`src/rtl/ramw_pkt_pkg.sv`:
```
// ramw_pkg: state codes and byte width for the ramw_pkt serializer.
// RAMW_PKT_CKSUM_EN enables the trailing XOR checksum byte.
package ramw_pkg;

  localparam int BYTE_W = 8;

  localparam logic [7:0] IDLE = 8'h00;
  localparam logic [7:0] PREP = 8'h01;
  localparam logic [7:0] SEND = 8'h10;
  localparam logic [7:0] CSUM = 8'h20;
  localparam logic [7:0] LAST = 8'h80;

  typedef enum logic [7:0] {
    S_IDLE = IDLE,
    S_PREP = PREP,
    S_SEND = SEND,
    S_CSUM = CSUM,
    S_LAST = LAST
  } state_t;

endpackage

```
`src/rtl/ramw_pkt_if.sv`:
```
// ramw_pkt_if: frame source and TX FIFO write port of ramw_pkt.
// master is the surrounding logic, slave is the serializer.
interface ramw_pkt_if #(
  parameter int NBYTE = 12
);
  import ramw_pkg::*;

  logic [BYTE_W*NBYTE-1:0] data;
  logic                    fs;
  logic                    fd;
  logic                    fifoe_full;
  logic                    fifoe_txen;
  logic [BYTE_W-1:0]       fifoe_txd;
  logic [BYTE_W-1:0]       so;

  modport master (
    output data, fs, fifoe_full,
    input  fd, so, fifoe_txen, fifoe_txd
  );

  modport slave (
    input  data, fs, fifoe_full,
    output fd, so, fifoe_txen, fifoe_txd
  );

endinterface

```
`src/rtl/ramw_pkt_shift.sv`:
```
// ramw_pkt_shift: frame capture register with a byte selector.
// Shifts toward the selected end so the current byte sits at a fixed slice.
module ramw_pkt_shift
  import ramw_pkg::*;
#(
  parameter int NBYTE     = 12,
  parameter bit MSB_FIRST = 1'b1
) (
  input  logic                    clk,
  input  logic                    rst,
  input  logic                    load,
  input  logic                    advance,
  input  logic [BYTE_W*NBYTE-1:0] data,
  output logic [BYTE_W-1:0]       cur
);

  localparam int W = BYTE_W * NBYTE;

  logic [W-1:0] sreg;

  always_ff @(posedge clk or posedge rst) begin
    if (rst) begin
      sreg <= '0;
    end else if (load) begin
      sreg <= data;
    end else if (advance) begin
      if (MSB_FIRST)
        sreg <= {sreg[W-BYTE_W-1:0], {BYTE_W{1'b0}}};
      else
        sreg <= {{BYTE_W{1'b0}}, sreg[W-1:BYTE_W]};
    end
  end

  assign cur = MSB_FIRST ? sreg[W-1 -: BYTE_W]
                         : sreg[BYTE_W-1:0];

endmodule

```
`src/rtl/ramw_pkt.sv`:
```
// ramw_pkt: stalling byte serializer into the Ethernet TX FIFO.
// Define RAMW_PKT_CKSUM_EN to append an XOR checksum byte per frame.
module ramw_pkt
  import ramw_pkg::*;
#(
  parameter int NBYTE     = 12,
  parameter bit MSB_FIRST = 1'b1
) (
  input  logic     clk,
  input  logic     rst,
  ramw_pkt_if.slave bus
);

  localparam int CW = $clog2(NBYTE);
  localparam logic [CW-1:0] CNT_END = CW'(NBYTE - 1);

  state_t            state;
  state_t            state_nx;
  logic [CW-1:0]     cnt;
  logic              load;
  logic              adv;
  logic              wr;
  logic              last_byte;
  logic              txen;
  logic [BYTE_W-1:0] wr_d;
  logic [BYTE_W-1:0] cur;
  logic [BYTE_W-1:0] txd;
`ifdef RAMW_PKT_CKSUM_EN
  logic [BYTE_W-1:0] acc;
`endif

  ramw_pkt_shift #(
    .NBYTE     (NBYTE),
    .MSB_FIRST (MSB_FIRST)
  ) u_shift (
    .clk     (clk),
    .rst     (rst),
    .load    (load),
    .advance (adv),
    .data    (bus.data),
    .cur     (cur)
  );

  assign last_byte = (cnt == CNT_END);

  always_comb begin
    state_nx = state;
    load     = 1'b0;
    adv      = 1'b0;
    wr       = 1'b0;
    wr_d     = '0;
    case (state)
      S_IDLE: if (!bus.fifoe_full) state_nx = S_PREP;
      S_PREP: if (bus.fs) begin
        state_nx = S_SEND;
        load     = 1'b1;
      end
      S_SEND: if (!bus.fifoe_full) begin
        wr   = 1'b1;
        wr_d = cur;
        adv  = 1'b1;
        if (last_byte)
`ifdef RAMW_PKT_CKSUM_EN
          state_nx = S_CSUM;
`else
          state_nx = S_LAST;
`endif
      end
`ifdef RAMW_PKT_CKSUM_EN
      S_CSUM: if (!bus.fifoe_full) begin
        wr       = 1'b1;
        wr_d     = acc;
        state_nx = S_LAST;
      end
`endif
      S_LAST: if (!bus.fs) state_nx = S_IDLE;
      default: state_nx = S_IDLE;
    endcase
  end

  // cnt stops on the last byte so it never wraps mid-frame
  always_ff @(posedge clk or posedge rst) begin
    if (rst) begin
      state <= S_IDLE;
      cnt   <= '0;
      txen  <= 1'b0;
      txd   <= '0;
    end else begin
      state <= state_nx;
      txen  <= wr;
      txd   <= wr_d;
      if (load)
        cnt <= '0;
      else if (adv && !last_byte)
        cnt <= cnt + 1'b1;
    end
  end

`ifdef RAMW_PKT_CKSUM_EN
  always_ff @(posedge clk or posedge rst) begin
    if (rst)
      acc <= '0;
    else if (load)
      acc <= '0;
    else if (adv)
      acc <= acc ^ cur;
  end
`endif

  assign bus.so         = state;
  assign bus.fd         = (state == S_LAST);
  assign bus.fifoe_txen = txen;
  assign bus.fifoe_txd  = txd;

endmodule

```
`src/flat_wrapper.sv`:
```
// flat-port wrapper written by rule: the top's interface ports become plain ports
module ramw_pkt_flat import ramw_pkg::*;
#(
  parameter int NBYTE     = 12,
  parameter bit MSB_FIRST = 1'b1
)
  (clk, rst, bus_data, bus_fs, bus_fifoe_full, bus_fd, bus_so, bus_fifoe_txen, bus_fifoe_txd);
  ramw_pkt_if #(.NBYTE(NBYTE)) bus_i ();
  input  logic clk;
  input  logic rst;
  input wire logic [$bits(bus_i.data)-1:0] bus_data;
  input wire logic [$bits(bus_i.fs)-1:0] bus_fs;
  input wire logic [$bits(bus_i.fifoe_full)-1:0] bus_fifoe_full;
  output wire logic [$bits(bus_i.fd)-1:0] bus_fd;
  output wire logic [$bits(bus_i.so)-1:0] bus_so;
  output wire logic [$bits(bus_i.fifoe_txen)-1:0] bus_fifoe_txen;
  output wire logic [$bits(bus_i.fifoe_txd)-1:0] bus_fifoe_txd;
  assign bus_i.data = bus_data;
  assign bus_i.fs = bus_fs;
  assign bus_i.fifoe_full = bus_fifoe_full;
  assign bus_fd = bus_i.fd;
  assign bus_so = bus_i.so;
  assign bus_fifoe_txen = bus_i.fifoe_txen;
  assign bus_fifoe_txd = bus_i.fifoe_txd;
  ramw_pkt #(.NBYTE(NBYTE), .MSB_FIRST(MSB_FIRST)) u_core (.clk(clk), .rst(rst), .bus(bus_i));
endmodule
```
`config.mk`:
```
export PLATFORM = sky130hd
export DESIGN_NAME = ramw_pkt_flat
export DESIGN_NICKNAME = d
export VERILOG_FILES = /design/src/rtl/ramw_pkt_pkg.sv /design/src/rtl/ramw_pkt_if.sv /design/src/rtl/ramw_pkt_shift.sv /design/src/rtl/ramw_pkt.sv /design/src/flat_wrapper.sv
export SDC_FILE = /design/constraint.sdc
export NUM_CORES = 1
export LEC_CHECK = 0
export ABC_AREA = 1
export BUFFER_PORTS_ARGS = -buffer_cell sky130_fd_sc_hd__buf_2
export CORE_MARGIN = 5
export CORE_UTILIZATION = 35
export CTS_BUF_LIST = sky130_fd_sc_hd__clkbuf_2
export CTS_CLUSTER_SIZE = 12
export DETAILED_ROUTE_END_ITERATION = 8
export HOLD_SLACK_MARGIN = 0.08
export PLACE_DENSITY = 0.61
export SETUP_SLACK_MARGIN = 0.5
export SYNTH_ARGS = -nofsm -noshare
export SYNTH_HDL_FRONTEND = slang
export SYNTH_SLANG_ARGS = --single-unit
export TNS_END_PERCENT = 1
```
`constraint.sdc`:
```
create_clock -name clk -period 4 [get_ports clk]
set_input_delay 0.2 -clock clk [delete_from_list [all_inputs] [get_ports clk]]
set_output_delay 0.2 -clock clk [all_outputs]
set_load 0.05 [all_outputs]
```
==> results.py <==
metrics = {
    "pwr": {
        "p_clk_frac": 0.138,
        "power_switching_mw": 1.48,
        "ir_drop_mv": 0.285,
        "p_int_mw": 2.24,
        "power_switching_share": 0.398,
        "p_leak_nw": 3.40,
        "pwr-share-comb": 0.361,
        "total_power_mw": 3.72,
        "power_density_mw_per_mm2": 564,
        "pwr-share-seq": 0.501,
    },
    "floorplanning": {
        "die_h_um": 128,
        "io_pins": 118,
        "die-area_sq_mm": 0.0164,
        "initial_core_util": 0.354,
        "die_w_um": 128,
        "core_sq_mm": 0.0138,
        "rows": 43,
    },
    "clocking": {
        "numClockSinks": 112,
        "clk_latency_ns": 0.61,
        "numCtsBuffers": 9,
        "cts_tree": "done",
        "htreeDepth": 3,
        "cts_resized": 0,
        "path_clk_slew_ns": 0.29,
        "cts_root_buf": "clkbuf_2",
        "ctsLongestPathBuffers": 2,
    },
    "detailed_routing": {
        "ant_nets": 0,
        "drtIter0Drc": 230,
        "drc_errors": 0,
        "viasPerCell": 4.64,
        "vias": 4531,
        "post_drt_wl_per_cell_um": 13.7,
        "routed_wirelength_um": 13400,
        "drtPass1Iterations": 4,
    },
    "placed_design": {
        "gp_congestion": 0.840,
        "place_hpwl_um": 8310,
        "port_buffers": 112,
        "placed_cell_area_sq_mm": 0.00547,
    },
    "timing": {
        "hold_violations": 0,
        "max-slew-margin-rel": 0.274,
        "max_clock_freq_mhz": 430,
        "period_share": 0.581,
        "worst_pin_slew_ns": 1.09,
        "rsz0062_at_grt": "false",
        "finalSetupTns_ns": 0,
        "setup_violations": 0,
        "drv_slew": 0,
        "fin_skew_ns": 0.0279,
        "min_period_ns": 2.33,
    },
    "synthesis": {
        "synthesis.area_sq_mm": 0.00487,
        "synthCells": 592,
        "ys_seq_elements": 112,
        "ys_warn_count": 0,
        "synth-seq-area-share": 0.576,
        "syn_avg_cell_area_sq_um": 8.23,
        "synth.distinct_cells": 18,
    },
    "setup_path": {
        "critPathLaunchType": "flop",
        "path_delay_family": "buffers and inverters",
        "cp_data_arrival_time_ns": 2.87,
        "crit_required_ns": 4.55,
        "cp_max_fo": 65,
        "cp_slowest_stage_delay_ns": 0.83,
        "crit_buf_inv": 2,
        "path_class": "reg -> reg",
        "worstSetupEndpointType": "flop",
        "cp_slowest_cell": "inv_2",
        "cpMostUsedCell": "nand3_1",
        "path_cells": "nor2_1 > nand3_1 > inv_2 > buf_4 > nand2_1 > nand3_1",
    },
    "finish": {
        "n_fill_cell": 1339,
        "final_common_cell": "nand2_1",
        "diodes": 0,
        "drive_above_1_share": 0.177,
        "layout_common_cells": "311 x nand2_1, 112 x buf_2, 112 x dfrtp_1",
        "num-nets-final": 892,
        "final_cell_area_sq_mm": 0.00659,
        "syn_to_final_growth_pct": 35.4,
    },
    "global_route": {
        "grt_usage": 0.169,
        "antenna_found_initial": 0,
        "grt_pass1_vias": 4702,
        "grt_pass1_wl_um": 22400,
        "grt_max_degree": 86,
        "grt_overflow": 0,
    },
    "run_status": {
        "status": "finished, final reports clean",
    },
    "worst_hold_path": {
        "hold_path_class": "in -> reg",
    },
    "job": {
        "cap_viol_max_count": 0,
    },
}
-- state kept, by name (all words and copies together) (netlist names) --
register and flops:
u_core.bus.fifoe_txd 8, u_core.bus.fifoe_txen 1, u_core.bus.so 3, u_core.cnt 4, u_core.u_shift.sreg 96
-- area by class of cell --
type | instances | area [sq um] | share of cell area
inverter | 14 | 55.1 | 0.00835
clock inverter | 3 | 42.5 | 0.00645
sequential | 112 | 2800 | 0.425
tap | 180 | 225 | 0.0342
multi-input combinational | 436 | 1790 | 0.272
clock buffer | 13 | 65.1 | 0.00987
timing repair buffer | 218 | 1610 | 0.244
-- path summary, 6_finish.rpt --
path / to / slack, ns / from / cells past startpoint
max in group asynchronous: u_core.u_shift.sreg[34] / 2.66 / rst / 4
worst min register to register: u_core.u_shift.sreg[39] / 0.50 / u_core.u_shift.sreg[31] / 2
worst min-delay path: u_core.u_shift.sreg[2] / 0.31 / bus_data[2] / 4
worst max-delay path: u_core.u_shift.sreg[29] / 1.67 / u_core.bus.so[7] / 6
worst max register to register: u_core.u_shift.sreg[29] / 1.67 / u_core.bus.so[7] / 6
min in group asynchronous: u_core.bus.so[7] / 0.36 / rst / 3
-- worst register-to-register path, stage by stage, from the launching register on --
cell	delay, ns
dfrtp_1	0.50
nor2_1	0.17
nand3_1	0.18
inv_2	0.83
buf_4	0.42
nand2_1	0.08
nand3_1	0.09
-- metal layers --
metal  part of all wire  track usage  vias to the layer above
li1                   -            -                     2246
met1               0.45        0.213                     2136
met2               0.48        0.284                      126
met3              0.051       0.0421                       23
met4              0.021       0.0549                        0
met5                  0            0                        -
-- synthesized netlist by cell type --
library cell	n	area (sq um)
nand2_1	311	1170
dfrtp_1	112	2800
nand3_1	94	470
buf_4	13	97.6
nor2_1	13	48.8
buf_2	12	60.1
inv_1	9	33.8
buf_6	6	67.6
o21ai_0	6	30.0
inv_2	5	18.8
clkbuf_1	3	11.3
xor2_1	2	17.5
conb_1	1	3.75
ha_1	1	12.5
nand3_2	1	10.0
nand4_1	1	6.26
nor2_2	1	6.26
nor3_1	1	5.00
-- power groups by stage --
stage	clock (mW)	combinational [mW]	sequential, mW
2_1_floorplan	0	0.974	1.89
3_3_place_gp	0	1.22	1.87
3_5_place_dp	0	1.27	1.89
4_1_cts	0.539	1.36	1.86
5_1_grt	0.582	1.55	1.92
6_report	0.513	1.34	1.86
-- through the flow --
step | utilization | hold slack, ns | instances | setup WS, ns
floorplan | - | 0.317 | 596 | 0.841
global placement | 0.397 | 0.402 | 859 | 1.80
detailed placement | 0.397 | 0.409 | 859 | 1.72
CTS | 0.479 | 0.225 | 976 | 1.63
global route | 0.479 | 0.228 | 976 | 1.45
finish | 0.479 | 0.310 | 976 | 1.67
-- logic make-up (layout without fill, tap and decap cells) --
kind of cell	count (synthesis)	in the layout	synth area share
AND/OR/NAND/NOR	422	422	0.352
other	1	5	0.000770
adder cells (fa/ha/maj)	1	1	0.00257
AO/OA/AOI/OAI	6	6	0.00617
buffers and inverters	48	248	0.0594
flip-flops	112	112	0.576
XOR/XNOR	2	2	0.00360
-- repair_timing --
| action | CTS | global route |
|---|---|---|
| setup buffers | 0 | 0 |
| endpoints found under the hold margin | 194 | 0 |
| hold buffers | 101 | 0 |
Note: power is estimated with default switching activity, not from simulation.
